**src/rtl/apb_arb_pkg.sv**
```systemverilog
// Shared types and helpers for the APB master arbiter.
// Build option: APB_ARB_TIMEOUT_EN, which enables the ACCESS-phase timeout in apb_master_arbiter.
package apb_arb_pkg;

    typedef enum logic [1:0] {
        IDLE   = 2'd0,
        SETUP  = 2'd1,
        ACCESS = 2'd2
    } state_t;

    localparam int MAX_REQ            = 8;
    localparam int IDX_W              = 3;
    localparam int DEF_NUM_REQ        = 4;
    localparam int DEF_ADDR_W         = 32;
    localparam int DEF_DATA_W         = 32;
    localparam int DEF_TIMEOUT_CYCLES = 256;

    // True when requester index idx selects one-hot bit position pos.
    function automatic logic is_index(input logic [IDX_W-1:0] idx, input int pos);
        return int'(idx) == pos;
    endfunction

    // Round-robin successor of idx among n requesters.
    function automatic logic [IDX_W-1:0] wrap_inc(input logic [IDX_W-1:0] idx, input int n);
        return (int'(idx) >= n - 1) ? '0 : idx + IDX_W'(1);
    endfunction

endpackage

```
**src/rtl/rr_arbiter.sv**
```systemverilog
// Combinational round-robin picker: first requester at or after ptr, wrapping at NUM_REQ-1.
module rr_arbiter
    import apb_arb_pkg::*;
#(
    parameter int NUM_REQ = DEF_NUM_REQ
) (
    input  logic [NUM_REQ-1:0] req,
    input  logic [IDX_W-1:0]   ptr,
    output logic [NUM_REQ-1:0] grant,
    output logic [IDX_W-1:0]   idx,
    output logic               any
);

    always_comb begin
        idx   = '0;
        any   = 1'b0;
        grant = '0;
        for (int off = 0; off < NUM_REQ; off++) begin
            for (int i = 0; i < NUM_REQ; i++) begin
                if (!any && req[i] && (((int'(ptr) + off) % NUM_REQ) == i)) begin
                    any = 1'b1;
                    idx = IDX_W'(i);
                end
            end
        end
        for (int i = 0; i < NUM_REQ; i++) begin
            grant[i] = any && is_index(idx, i);
        end
    end

endmodule

```
**src/rtl/apb_master_arbiter.sv**
```systemverilog
// Round-robin APB master shared by NUM_REQ requesters; one SETUP/ACCESS transfer at a time.
// Build option: APB_ARB_TIMEOUT_EN aborts ACCESS after TIMEOUT_CYCLES wait cycles with rsp_err=1.
module apb_master_arbiter
    import apb_arb_pkg::*;
#(
    parameter int NUM_REQ        = DEF_NUM_REQ,
    parameter int ADDR_W         = DEF_ADDR_W,
    parameter int DATA_W         = DEF_DATA_W,
    parameter int TIMEOUT_CYCLES = DEF_TIMEOUT_CYCLES
) (
    input  logic                      clk,
    input  logic                      RESET,
    input  logic [NUM_REQ-1:0]        req_valid,
    input  logic [NUM_REQ*ADDR_W-1:0] req_addr,
    input  logic [NUM_REQ*DATA_W-1:0] req_wdata,
    input  logic [NUM_REQ-1:0]        req_write,
    output logic [NUM_REQ-1:0]        req_ready,
    output logic [NUM_REQ-1:0]        rsp_valid,
    output logic [DATA_W-1:0]         rsp_rdata,
    output logic                      rsp_err,
    output logic [ADDR_W-1:0]         PADDR,
    output logic [DATA_W-1:0]         PWDATA,
    output logic                      PWRITE,
    output logic                      PSELx,
    output logic                      PENABLE,
    input  logic                      PREADY,
    input  logic [DATA_W-1:0]         PRDATA,
    output state_t                    dbg_state
);

    if (NUM_REQ < 2 || NUM_REQ > MAX_REQ || TIMEOUT_CYCLES < 1) begin : g_bad_param
        $error("apb_master_arbiter: NUM_REQ must be 2..8 and TIMEOUT_CYCLES >= 1");
    end

    // Handshake: req_ready[i] is high only in an IDLE cycle where requester i wins; the command
    // on req_* is captured at that clock edge and later changes on req_* are ignored.
    // rsp_valid[i] is a one-cycle pulse with no back-pressure.

    state_t               state, next_state;
    logic [IDX_W-1:0]     ptr, cmd_idx, win_idx;
    logic [NUM_REQ-1:0]   win_grant, rsp_oh, rsp_valid_q;
    logic                 win_any, accept, done, timeout_hit;
    logic [ADDR_W-1:0]    cmd_addr, sel_addr;
    logic [DATA_W-1:0]    cmd_wdata, sel_wdata, rsp_rdata_q;
    logic                 cmd_write, sel_write;

    rr_arbiter #(.NUM_REQ(NUM_REQ)) u_rr (
        .req   (req_valid),
        .ptr   (ptr),
        .grant (win_grant),
        .idx   (win_idx),
        .any   (win_any)
    );

`ifdef APB_ARB_TIMEOUT_EN
    localparam int TO_W = $clog2(TIMEOUT_CYCLES + 1);
    logic [TO_W-1:0] wait_cnt;
    logic            rsp_err_q;

    // Counts ACCESS cycles with PREADY low; the TIMEOUT_CYCLES-th such cycle ends the transfer.
    always_ff @(posedge clk) begin
        if (RESET || accept) begin
            wait_cnt <= '0;
        end else if (state == ACCESS && !PREADY) begin
            wait_cnt <= wait_cnt + TO_W'(1);
        end
    end

    assign timeout_hit = (state == ACCESS) && !PREADY && (wait_cnt == TO_W'(TIMEOUT_CYCLES - 1));

    always_ff @(posedge clk) begin
        if (RESET) begin
            rsp_err_q <= 1'b0;
        end else begin
            rsp_err_q <= timeout_hit;
        end
    end

    assign rsp_err = rsp_err_q;
`else
    assign timeout_hit = 1'b0;
    assign rsp_err     = 1'b0;
`endif

    assign done = (state == ACCESS) && (PREADY || timeout_hit);

    // FSM: state register
    always_ff @(posedge clk) begin
        if (RESET) begin
            state <= IDLE;
        end else begin
            state <= next_state;
        end
    end

    // FSM: next state
    always_comb begin
        next_state = state;
        case (state)
            IDLE:    if (win_any) next_state = SETUP;
            SETUP:   next_state = ACCESS;
            ACCESS:  if (done) next_state = IDLE;
            default: next_state = IDLE;
        endcase
    end

    // FSM: outputs
    always_comb begin
        PSELx     = (state == SETUP) || (state == ACCESS);
        PENABLE   = (state == ACCESS);
        accept    = (state == IDLE) && win_any;
        req_ready = accept ? win_grant : '0;
        dbg_state = state;
    end

    always_comb begin
        sel_addr  = '0;
        sel_wdata = '0;
        sel_write = 1'b0;
        for (int i = 0; i < NUM_REQ; i++) begin
            if (win_grant[i]) begin
                sel_addr  = req_addr[i*ADDR_W +: ADDR_W];
                sel_wdata = req_wdata[i*DATA_W +: DATA_W];
                sel_write = req_write[i];
            end
        end
        for (int i = 0; i < NUM_REQ; i++) begin
            rsp_oh[i] = is_index(cmd_idx, i);
        end
    end

    // Command latch doubles as the APB address/data/control registers, so they hold in IDLE.
    always_ff @(posedge clk) begin
        if (RESET) begin
            ptr       <= '0;
            cmd_idx   <= '0;
            cmd_addr  <= '0;
            cmd_wdata <= '0;
            cmd_write <= 1'b0;
        end else if (accept) begin
            ptr       <= wrap_inc(win_idx, NUM_REQ);
            cmd_idx   <= win_idx;
            cmd_addr  <= sel_addr;
            cmd_wdata <= sel_wdata;
            cmd_write <= sel_write;
        end
    end

    always_ff @(posedge clk) begin
        if (RESET) begin
            rsp_valid_q <= '0;
            rsp_rdata_q <= '0;
        end else begin
            rsp_valid_q <= done ? rsp_oh : '0;
            rsp_rdata_q <= (done && PREADY && !cmd_write) ? PRDATA : '0;
        end
    end

    assign PADDR     = cmd_addr;
    assign PWDATA    = cmd_wdata;
    assign PWRITE    = cmd_write;
    assign rsp_valid = rsp_valid_q;
    assign rsp_rdata = rsp_rdata_q;

endmodule
```
**config.mk**
```make
export PLATFORM = sky130hd
export DESIGN_NAME = apb_master_arbiter
export DESIGN_NICKNAME = d
export VERILOG_FILES = /design/src/rtl/apb_arb_pkg.sv /design/src/rtl/rr_arbiter.sv /design/src/rtl/apb_master_arbiter.sv
export SDC_FILE = /design/constraint.sdc
export NUM_CORES = 1
export LEC_CHECK = 0
export ABC_AREA = 1
export ABC_CLOCK_PERIOD_IN_PS = 10950
export CAP_MARGIN = 0
export CORE_MARGIN = 4
export CORE_UTILIZATION = 30
export DETAILED_ROUTE_END_ITERATION = 7
export PLACE_DENSITY = 0.65
export RECOVER_POWER = 25
export SYNTH_ARGS = -nofsm -noshare
export SYNTH_HDL_FRONTEND = slang
export SYNTH_SLANG_ARGS = --single-unit
```
**constraint.sdc**
```tcl
create_clock -name clk -period 10.95 [get_ports clk]
set_input_delay 2.7375 -clock clk [delete_from_list [all_inputs] [get_ports clk]]
set_output_delay 2.7375 -clock clk [all_outputs]
set_load 0.05 [all_outputs]
```
==> results by group <==
Outcome
  – Status: finished with violations
  – Failing checks: max-capacitance violations, max-slew violations

Routing
  – Detail Route Antenna Nets: 0
  – # DRC: 0
  – First-pass DRT Iterations: 7
  – DRT iter0 DRCs: 601
  – Routed via count: 9,220
  – Vias/cell: 4.74
  – WL/cell: 16.6 microns
  – Total wire length: 32.3 mm

Pwr
  – Sw frac: 55.8%
  – Pwr Density: 265 nW/um^2
  – Leak pwr: 5.64 nW
  – Pint: 1.37 mW
  – Comb pwr share: 72.0%
  – Worst VDD drop: 255 uV
  – P_sw: 1.73 mW
  – Power share of the sequential group: 16.6%
  – Clock share of power: 11.4%

Synth
  – Number of flops mapped to enable cells by yosys: 0
  – Synth Area per Inst: 5.59 sq um
  – Post-Syn Nets: 1,593
  – Async S/R FF share, synth: 0%
  – Synth cell types: 25
  – Yosys warning total: 0
  – Mapped Area: 7200 sq um
  – Synth Flop Type: dfxtp_1
  – Cells after Synth: 1,288
  – #FFs+latches synth: 107
  – Seq/Total Area, Yosys: 29.8%

Worst setup path
  – Setup crit start: req_valid[1]
  – CP Cell Sequence: clkdlybuf4s50_1 -> nand3_1 -> nand2_1 -> nor2_2 -> nand4_1 -> nor2_1 -> nand4_2 -> nor3_4 -> nand4_4 -> nand2_4 -> nor2_1 -> clkdlybuf4s50_1
  – CP required: 8.21 ns
  – Worst setup EP type: output pin
  – CP Buf/Inv Count: 2
  – CP top delay family: simple AND/OR/NAND/NOR gates
  – Worst reg-to-reg setup slack: 6.71 ns
  – Reg2reg end: PWDATA[23]
  – Critical Path Source Type: input port
  – Crit path DAT: 6.43 ns
  – Max incr delay on CP: 0.73 ns
  – Setup CP Type: input port to output pin
  – Setup crit end: req_ready[2]
  – Number of cells on the critical path: 12
  – Slowest CP cell: clkdlybuf4s50_1
  – R2R depth: 14
  – Worst r2r src: ptr[0]
  – Max FO, Critical Path: 42

Clock network
  – # clock sinks: 107
  – H-tree levels: 3
  – Clock slew at reported path FFs: 0.08 ns
  – CTS root buffer: clkbuf_16
  – Post-CTS Resized: 0
  – Hold buffer count at cts: 0
  – Clock Latency Late Sink: 0.36 ns
  – CTS tree: yes
  – CTS Buffer Depth: 2
  – TritonCTS buffer count: 9
  – Setup Buffers After CTS: 0

Floorplanning
  – Die width: 163 microns
  – Die footprint: 26,500 sq um
  – Site Rows: 56
  – Starting density of the core: 30.6%
  – Core Footprint: 23,500 sq um
  – IO Pins: 409
  – Die Y: 163 microns

Cells and area
  – Fin area: 11,700 sq um
  – Fin nets: 1,924
  – Share of cells above drive strength 1: 2.59%
  – Fillers: 2,515
  – Synth-to-layout area growth: 62.4%

Placement
  – Final GP Congestion: 0.878
  – Cell Area, Placed: 11,400 sq um
  – Port bufs: 407
  – DPL Wire Length: 22.8 mm

Timing
  – Slew Viols, Final: 33
  – Final setup fails: 0
  – Setup TNS: 0 ns
  – Worst slew pin tran: 1.73 ns
  – Unrepaired setup endpoints after global routing: no
  – Hold Vio Cnt, Final: 0
  – Tmin final: 9.17 ns
  – Slew headroom: -15.2%
  – Clock Skew: 0.0132 ns
  – Period utilisation layout: 83.7%
  – Highest attainable clock frequency: 109 MHz

Worst hold path
  – WHS Path Cells: 2
  – HP Class: register to register

Global route
  – GRT overflow: 0
  – Initial antenna violation count: 1
  – Vias in the first global route: 8,692
  – Largest net degree at the start of global routing: 99
  – Gr usage total: 23.1%
  – Global-route wire length before repair: 48.4 mm

Job
  – Maxcap violations: 1
tightest hold or removal path: cells and delay by family (launching register included):
| kind | cells | cell delay (ns) |
|---|---|---|
| DFF | 1 | 0.31 |
| AOI/OAI and AO/OA | 1 | 0.05 |
| and+or+nand+nor | 1 | 0.06 |
registers in the layout (all words and copies together) (netlist names):
name and cells:
PADDR 32, dbg_state 2, ptr 2, rsp_rdata 32, cmd_idx 2, PWDATA 32, PWRITE 1, rsp_valid 4
cells in the final DEF, fill, tap and decap left out, types with 2 or more instances in the layout:
cell type / count
dlygate4sd3_1: 19
clkbuf_16: 9
ha_1: 5
clkinv_8: 2
nor2_1: 313
nand4_1: 68
nand3_1: 136
clkdlybuf4s50_1: 387
inv_2: 3
diode_2: 2
o21ai_0: 5
nand4_4: 2
nor3_1: 7
nand2_1: 275
a21oi_1: 70
inv_8: 2
inv_1: 185
buf_4: 11
dfxtp_1: 107
worst min path at each step:
stage	startpoint	to	slack, ns
2_1_floorplan	cmd_idx[1]	rsp_valid[1]	0.42
3_3_place_gp	PWDATA[27]	PWDATA[27]	0.45
3_5_place_dp	PADDR[15]	PADDR[15]	0.46
4_1_cts	PWDATA[21]	PWDATA[21]	0.47
5_1_grt	PWDATA[25]	PWDATA[25]	0.48
6_report	PWDATA[21]	PWDATA[21]	0.47
cell families after synthesis:
family	share of synthesized area, %
simple gates	47.9
buf+inv	15.7
flops	29.8
compound gates	5.51
fa+ha+maj	1.04
other cells	0.0521
final cells by class:
class / count / area, sq um / share of cell area [%]
timing repair buffer: 418 / 4150 / 35.5
clock buffer: 9 / 225 / 1.93
inverter: 188 / 706 / 6.04
antenna: 2 / 5.00 / 0.0428
tap: 319 / 399 / 3.42
sequential: 107 / 2140 / 18.3
multi-input combinational: 895 / 3970 / 33.9
clock inverter: 7 / 88.8 / 0.760
synthesized netlist by cell type, types with 2 or more instances:
cell,number,area [sq um]
a21oi_1,70,350
buf_2,30,150
buf_4,5,37.5
clkbuf_1,62,233
dfxtp_1,107,2140
ha_1,6,75.1
inv_1,187,702
nand2_1,276,1040
nand3_1,136,681
nand3_2,2,20.0
nand4_1,68,425
nand4_2,3,37.5
nor2_1,314,1180
nor3_1,7,35.0
o21ai_0,5,25.0
routing by layer:
layer | wire length (microns) | vias up | global-route usage (%) | share of wire [%]
met1 | 12800 | 4131 | 27.0 | 39
met2 | 15800 | 415 | 41.0 | 49
li1 | - | 4627 | - | -
met4 | 754 | 0 | 6.98 | 2.3
met5 | 0 | - | 0 | 0
met3 | 2980 | 47 | 6.43 | 9.2
power groups by stage:
stage          Sequential [mW]  Clock (mW)  Combinational [mW]
2_1_floorplan            0.749           0                1.35
3_3_place_gp             0.521           0                2.22
3_5_place_dp             0.523           0                2.23
4_1_cts                  0.515       0.366                2.24
5_1_grt                  0.524       0.382                2.47
6_report                 0.515       0.352                2.23
per-stage QoR:
stage | worst slack (ns) | std cells | utilization (%) | total power [mW] | hold slack (ns)
2_1_floorplan | 2.52 | 1288 | - | 2.10 | 0.423
3_3_place_gp | 1.81 | 1927 | 48.3 | 2.74 | 0.451
3_5_place_dp | 1.77 | 1927 | 48.3 | 2.75 | 0.456
4_1_cts | 1.77 | 1943 | 49.6 | 3.12 | 0.468
5_1_grt | 1.50 | 1944 | 49.6 | 3.38 | 0.480
6_report | 1.78 | 1945 | 49.6 | 3.10 | 0.466
Note: power is estimated with default switching activity, not from simulation.
